[config.mk]
export PLATFORM = sky130hd
export DESIGN_NAME = shim_avst_rx_fifo_flat
export DESIGN_NICKNAME = d
export VERILOG_FILES = /design/src/rtl/ofs_asp_pkg.sv /design/src/rtl/shim_avst_if.sv /design/src/rtl/shim_avst_rx_fifo_mem.sv /design/src/rtl/shim_avst_rx_fifo.sv /design/src/flat_wrapper.sv
export SDC_FILE = /design/constraint.sdc
export NUM_CORES = 1
export LEC_CHECK = 0
export ABC_AREA = 1
export ABC_CLOCK_PERIOD_IN_PS = 5400
export CELL_PAD_IN_SITES_DETAIL_PLACEMENT = 1
export CELL_PAD_IN_SITES_GLOBAL_PLACEMENT = 2
export CORE_UTILIZATION = 40
export CTS_CLUSTER_DIAMETER = 30
export CTS_CLUSTER_SIZE = 10
export DETAILED_ROUTE_END_ITERATION = 12
export PLACE_DENSITY_LB_ADDON = 0.1
export RECOVER_POWER = 50
export SLEW_MARGIN = 20
export SYNTH_ARGS = -nofsm -noshare
export SYNTH_HDL_FRONTEND = slang
export SYNTH_SLANG_ARGS = --single-unit
[constraint.sdc]
create_clock -name clk -period 5.4 [get_ports clk]
set_input_delay 1.62 -clock clk [delete_from_list [all_inputs] [get_ports clk]]
set_output_delay 1.62 -clock clk [all_outputs]
set_load 0.01 [all_outputs]
[src/rtl/ofs_asp_pkg.sv]
`default_nettype none
// ============================================================================
// Module   : ofs_asp_pkg
// Purpose  : Shared constants for the ASP shim stages.
//            SHIM_AVST_DATA_WIDTH    - payload width of every shim_avst_if link
//            SHIM_AVST_RX_FIFO_DEPTH - default entry count of shim_avst_rx_fifo
// Revision : 1.0  initial release
// ============================================================================
package ofs_asp_pkg;

    localparam int SHIM_AVST_DATA_WIDTH    = 32;
    localparam int SHIM_AVST_RX_FIFO_DEPTH = 16;

    // True when v is a non-zero power of two.
    function automatic bit is_pow2(input int v);
        return (v > 0) && ((v & (v - 1)) == 0);
    endfunction

endpackage : ofs_asp_pkg
`default_nettype wire

[src/rtl/shim_avst_if.sv]
`default_nettype none
// ============================================================================
// Module   : shim_avst_if
// Purpose  : Streaming link with ready-latency 0 (valid/ready/data).
//            source modport : drives valid/data, receives ready
//            sink   modport : receives valid/data, drives ready
// Revision : 1.0  initial release
// ============================================================================
interface shim_avst_if
    import ofs_asp_pkg::*;
#(
    parameter int DATA_WIDTH = SHIM_AVST_DATA_WIDTH
);
    logic                  valid;
    logic                  ready;
    logic [DATA_WIDTH-1:0] data;

    modport source (output valid, output data, input  ready);
    modport sink   (input  valid, input  data, output ready);

endinterface : shim_avst_if
`default_nettype wire

[src/rtl/shim_avst_rx_fifo_mem.sv]
`default_nettype none
// ============================================================================
// Module   : shim_avst_rx_fifo_mem
// Purpose  : DEPTH x DATA_WIDTH simple dual-port storage, synchronous write,
//            asynchronous read, no reset.
//            clk     - write clock
//            we      - write enable
//            wr_addr - write address
//            wr_data - write data
//            rd_addr - read address
//            rd_data - combinational read data
// Revision : 1.0  initial release
// ============================================================================
module shim_avst_rx_fifo_mem
    import ofs_asp_pkg::*;
#(
    parameter int DATA_WIDTH = SHIM_AVST_DATA_WIDTH,
    parameter int DEPTH      = SHIM_AVST_RX_FIFO_DEPTH,
    parameter int ADDR_WIDTH = $clog2(DEPTH)
) (
    input  wire logic                  clk,
    input  wire logic                  we,
    input  wire logic [ADDR_WIDTH-1:0] wr_addr,
    input  wire logic [DATA_WIDTH-1:0] wr_data,
    input  wire logic [ADDR_WIDTH-1:0] rd_addr,
    output      logic [DATA_WIDTH-1:0] rd_data
);

    logic [DATA_WIDTH-1:0] r_mem [DEPTH];

    always_ff @(posedge clk) begin
        if (we) begin
            r_mem[wr_addr] <= wr_data;
        end
    end

    assign rd_data = r_mem[rd_addr];

endmodule : shim_avst_rx_fifo_mem
`default_nettype wire

[src/rtl/shim_avst_rx_fifo.sv]
`default_nettype none
// ============================================================================
// Module   : shim_avst_rx_fifo
// Purpose  : Receiving end of a shim_avst_if link. Buffers upstream beats in
//            a DEPTH-entry first-word-fall-through FIFO and re-drives them
//            downstream. Upstream ready depends on registered state only.
//            clk         - single clock
//            reset       - synchronous, active-high
//            in_st       - upstream link (sink side)
//            out_st      - downstream link (source side)
//            occupancy   - registered entry count
//            almost_full - occupancy >= ALMOST_FULL_THRESH (registered)
// Revision : 1.0  initial release
// ============================================================================
module shim_avst_rx_fifo
    import ofs_asp_pkg::*;
#(
    parameter int DATA_WIDTH         = SHIM_AVST_DATA_WIDTH,
    parameter int DEPTH              = SHIM_AVST_RX_FIFO_DEPTH,
    parameter int ALMOST_FULL_THRESH = DEPTH - 2
) (
    input  wire logic             clk,
    input  wire logic             reset,
    shim_avst_if.sink             in_st,
    shim_avst_if.source           out_st,
    output      logic [$clog2(DEPTH):0] occupancy,
    output      logic             almost_full
);

    localparam int AW = $clog2(DEPTH);
    localparam int CW = AW + 1;

    localparam logic [CW-1:0] c_full_count = CW'(DEPTH);
    localparam logic [CW-1:0] c_af_thresh  = CW'(ALMOST_FULL_THRESH);

    logic [AW-1:0] r_wr_ptr;
    logic [AW-1:0] r_rd_ptr;
    logic [CW-1:0] r_count;
    logic          r_almost_full;

    logic          w_in_ready;
    logic          w_out_valid;
    logic          w_push;
    logic          w_pop;
    logic [CW-1:0] w_count_next;

    // Both handshake qualifiers come straight from the count register, so
    // downstream ready never reaches upstream ready combinationally.
    assign w_in_ready  = (r_count != c_full_count);
    assign w_out_valid = (r_count != '0);

    assign w_push = in_st.valid  && w_in_ready;
    assign w_pop  = w_out_valid  && out_st.ready;

    always_comb begin
        w_count_next = r_count;
        case ({w_push, w_pop})
            2'b10:   w_count_next = r_count + CW'(1);
            2'b01:   w_count_next = r_count - CW'(1);
            default: w_count_next = r_count;
        endcase
    end

    always_ff @(posedge clk) begin
        if (reset) begin
            r_wr_ptr      <= '0;
            r_rd_ptr      <= '0;
            r_count       <= '0;
            r_almost_full <= 1'b0;
        end else begin
            if (w_push) begin
                r_wr_ptr <= r_wr_ptr + AW'(1);
            end
            if (w_pop) begin
                r_rd_ptr <= r_rd_ptr + AW'(1);
            end
            r_count <= w_count_next;
            // Taken from the next count so it lines up with occupancy.
            r_almost_full <= (w_count_next >= c_af_thresh);
        end
    end

    // Writes are gated by reset so a handshake in the reset cycle leaves no
    // trace (memory is otherwise never cleared).
    shim_avst_rx_fifo_mem #(
        .DATA_WIDTH (DATA_WIDTH),
        .DEPTH      (DEPTH),
        .ADDR_WIDTH (AW)
    ) u_mem (
        .clk     (clk),
        .we      (w_push && !reset),
        .wr_addr (r_wr_ptr),
        .wr_data (in_st.data),
        .rd_addr (r_rd_ptr),
        .rd_data (out_st.data)
    );

    assign in_st.ready  = w_in_ready;
    assign out_st.valid = w_out_valid;
    assign occupancy    = r_count;
    assign almost_full  = r_almost_full;

endmodule : shim_avst_rx_fifo
`default_nettype wire

[src/flat_wrapper.sv]
// flat-port wrapper written by rule: the top's interface ports become plain ports
module shim_avst_rx_fifo_flat import ofs_asp_pkg::*;
#(
    parameter int DATA_WIDTH         = SHIM_AVST_DATA_WIDTH,
    parameter int DEPTH              = SHIM_AVST_RX_FIFO_DEPTH,
    parameter int ALMOST_FULL_THRESH = DEPTH - 2
)
  (clk, reset, occupancy, almost_full, in_st_valid, in_st_data, in_st_ready, out_st_valid, out_st_data, out_st_ready);
  shim_avst_if #(.DATA_WIDTH(DATA_WIDTH)) in_st_i ();
  shim_avst_if #(.DATA_WIDTH(DATA_WIDTH)) out_st_i ();
  input  wire logic clk;
  input  wire logic reset;
  output      logic [$clog2(DEPTH):0] occupancy;
  output      logic almost_full;
  input wire logic [$bits(in_st_i.valid)-1:0] in_st_valid;
  input wire logic [$bits(in_st_i.data)-1:0] in_st_data;
  output wire logic [$bits(in_st_i.ready)-1:0] in_st_ready;
  output wire logic [$bits(out_st_i.valid)-1:0] out_st_valid;
  output wire logic [$bits(out_st_i.data)-1:0] out_st_data;
  input wire logic [$bits(out_st_i.ready)-1:0] out_st_ready;
  assign in_st_i.valid = in_st_valid;
  assign in_st_i.data = in_st_data;
  assign in_st_ready = in_st_i.ready;
  assign out_st_valid = out_st_i.valid;
  assign out_st_data = out_st_i.data;
  assign out_st_i.ready = out_st_ready;
  shim_avst_rx_fifo #(.DATA_WIDTH(DATA_WIDTH), .DEPTH(DEPTH), .ALMOST_FULL_THRESH(ALMOST_FULL_THRESH)) u_core (.clk(clk), .reset(reset), .in_st(in_st_i), .out_st(out_st_i), .occupancy(occupancy), .almost_full(almost_full));
endmodule
==> metrics.yaml <==
cap_violations: 0
cts_sinks: 530
synth.area.top_cells: "edfxtp_1, nand2_1, nand3_1"
p_int_mw: 10.82
viasPerCell: 5.171
cts_buffers: 120
worstPathRequired_ps: 3780
tightest_slew_ps: 1006
hold_viol: 0
drt_iter0_drc: 965
ant_nets: 0
period_share: 0.8575
pwr-share-clk: 0.493
max_stage_delay_ps: 560
synthSimpleGateAreaFrac: 0.1938
route.vias.total: 14618
post_drt_wl_per_cell_um: 21.62
grt_pass1_wl_um: 93500
fill_cells: 5524
syn_area_per_cell_um2: 11.47
syn-num-nets: 1945
finalSetupViolations: 0
ctsRootBufferMaster: "clkbuf_16"
h-tree-depth: 3
fmax_mhz: 216.0
totalWireLength_um: 61130
io_buffer_count: 75
ir_drop_mv: 0.3140
critPathSlowestCell: "clkdlybuf4s50_1"
fp-row-count: 85
p_leak_nw: 10.29
cp.arrival_ps: 3010
synth_seq_area_share: 0.7225
nets: 2072
slew_violations: 0
cts.clk_slew.worst_paths_ps: 50
drive_above_1_share: 0.1248
fin_cells: 2827
cts-resized-gates: 0
muxShareOfSynthArea: 0
drt_first_pass_iters: 4
rsz0062_at_grt: "no"
power_frac_seq: 0.312
antennaDiodeCount: 0
hp-class: "reg2reg"
crit_top_cell: "nand2_1"
ys_ff_latch: 530
die_x_um: 235.3
synth_area_leader_cell: "edfxtp_1"
grt_start_max_net_pins: 174
path_class: "reg2out"
critPathLaunchType: "flip-flop"
cts-hold-fix-buffers: 0
period_needed_ps: 4630
grt_pass1_vias: 15812
synth_top_area_frac: 0.7059
die_h_um: 235.3
synth_fa_ha_area_frac: 0.006090
synth_compound_area_frac: 0.03723
synthCells: 1899
postCtsSetupRepairBufs: 0
yosys_warnings: 0
setup.worst_path.end_class: "output pin"
core-area_um2: 53810
synth-xor-area-share: 0.0008043
die-area_um2: 55390
dp_hpwl_um: 30930
power.switching_mw: 4.188
start_util: 0.4047
drc: 0
dp_cells: 2600
antenna_found_initial: 2
cp_max_fo: 41
insertion_delay_ps: 650
setup_tns_ps: 0
swShare: 0.2791
cellPowerDensity_nw_per_um2: 543.7
routabilityCongestion: 0.7342
crit_chain: "inv_6, buf_4, nand2_1, nand2_1, nand2_1, nand3_1, nand3_1, nand2_1, clkdlybuf4s50_1"
slew_headroom: 0.3271
status: "finished, final reports clean"
syn_area_um2: 21780
grt_overflow: 0
areaGrowthSynthToFinish_pct: 26.75
track_usage: 0.2246
clk_path_buf_depth: 3
synth_cell_types: 23
ios: 76
fin_skew_ps: 15.03
cts_tree: "done"
combPwrFrac: 0.195
synth_top_family_by_area: "simple AND/OR/NAND/NOR gates"
==> logic make-up (layout without fill, tap and decap cells) <==
group                    after synthesis  after routing
AND/OR/NAND/NOR                     1026           1026
flip-flops                           530            530
buffers and inverters                189            421
AO/OA/AOI/OAI                        142            142
adder cells (fa/ha/maj)               10             10
XOR/XNOR                               2              2
==> cells in the final DEF, fill, tap and decap left out, drive strengths merged <==
master         count
nand2            524
edfxtp           512
nor2             243
nand3            223
clkbuf           136
o21ai             92
inv               85
clkinv            53
clkdlybuf4s50     41
o211ai            40
buf               36
dlygate4sd3       34
or2               32
bufinv            21
dfxtp             18
clkinvlp          15
a21oi             10
ha                 9
nand4              4
xor2               2
fa                 1
==> through the flow <==
| step | power (mW) | hold WS (ps) | setup slack, ps | instance area [µm²] | util |
|---|---|---|---|---|---|
| detailed placement | 7.715 | 494.2 | 1328 | 23450 | 0.4357 |
| floorplan | 6.637 | 467.3 | 1600 | 21780 | - |
| global route | 15.71 | 539.3 | 547.5 | 27610 | 0.5130 |
| global placement | 7.665 | 493.6 | 1364 | 23450 | 0.4357 |
| CTS | 15.20 | 501.1 | 679.8 | 27640 | 0.5137 |
| finish | 15.01 | 497.2 | 769.5 | 27610 | 0.5130 |
==> final timing paths <==
check	to	startpoint	slack (ps)	cells after the start
min reg2reg	flip-flop	u_core.r_rd_ptr[3]	500	2
min	flip-flop	u_core.r_rd_ptr[3]	500	2
max reg2reg	u_core.u_mem.r_mem[3][23]	u_core.occupancy[0]	2350	7
max	out_st_data[20]	flip-flop	770	9
==> area by class of cell <==
type                       count  area (µm²)  area share
sequential                   530       15740      0.5703
multi-input combinational   1180        5264      0.1907
clock buffer                 136        3169      0.1148
timing repair buffer         111        1209     0.04378
clock inverter                91        1027     0.03721
tap                          696       870.8     0.03155
inverter                      83       321.6     0.01165
==> synthesized netlist by cell type, drive strengths merged <==
cell	number
edfxtp	512
buf	78
nand2	524
fa	1
nand4	4
ha	9
or2	32
clkbuf	28
dfxtp	18
xor2	2
o21ai	92
nand3	223
a21oi	10
nor2	243
o211ai	40
inv	82
clkinv	1
==> power groups by stage <==
| stage | sequential [mW] | combinational, mW | clock, mW |
|---|---|---|---|
| floorplan | 4.74 | 1.89 | 0 |
| global placement | 4.76 | 2.91 | 0 |
| detailed placement | 4.76 | 2.95 | 0 |
| CTS | 4.69 | 2.99 | 7.52 |
| global route | 4.69 | 3.27 | 7.74 |
| finish | 4.69 | 2.92 | 7.40 |
==> worst max-delay path: cells and delay by family (launching register included) <==
family / cells / cell delay (ps)
flip-flops: 1 / 370
AND/OR/NAND/NOR: 6 / 630
buffers and inverters: 3 / 1340
==> registers in the layout, summed over array words and instances, names as in the netlist, named ones only <==
register	count
u_core.r_wr_ptr	4
u_core.almost_full	1
u_core.r_rd_ptr	4
u_core.u_mem.r_mem	512
u_core.occupancy	5
==> metal layers <==
| metal | global-route usage | part of all wire | routed length [µm] | up-vias |
|---|---|---|---|---|
| met1 | 0.2897 | 0.45 | 27470 | 7404 |
| li1 | - | - | - | 6835 |
| met4 | 0.08021 | 0.022 | 1337 | 2 |
| met3 | 0.04186 | 0.039 | 2373 | 94 |
| met2 | 0.3790 | 0.49 | 29940 | 283 |
| met5 | 0 | 0.00015 | 9 | - |
Note: power is estimated with default switching activity, not from simulation.
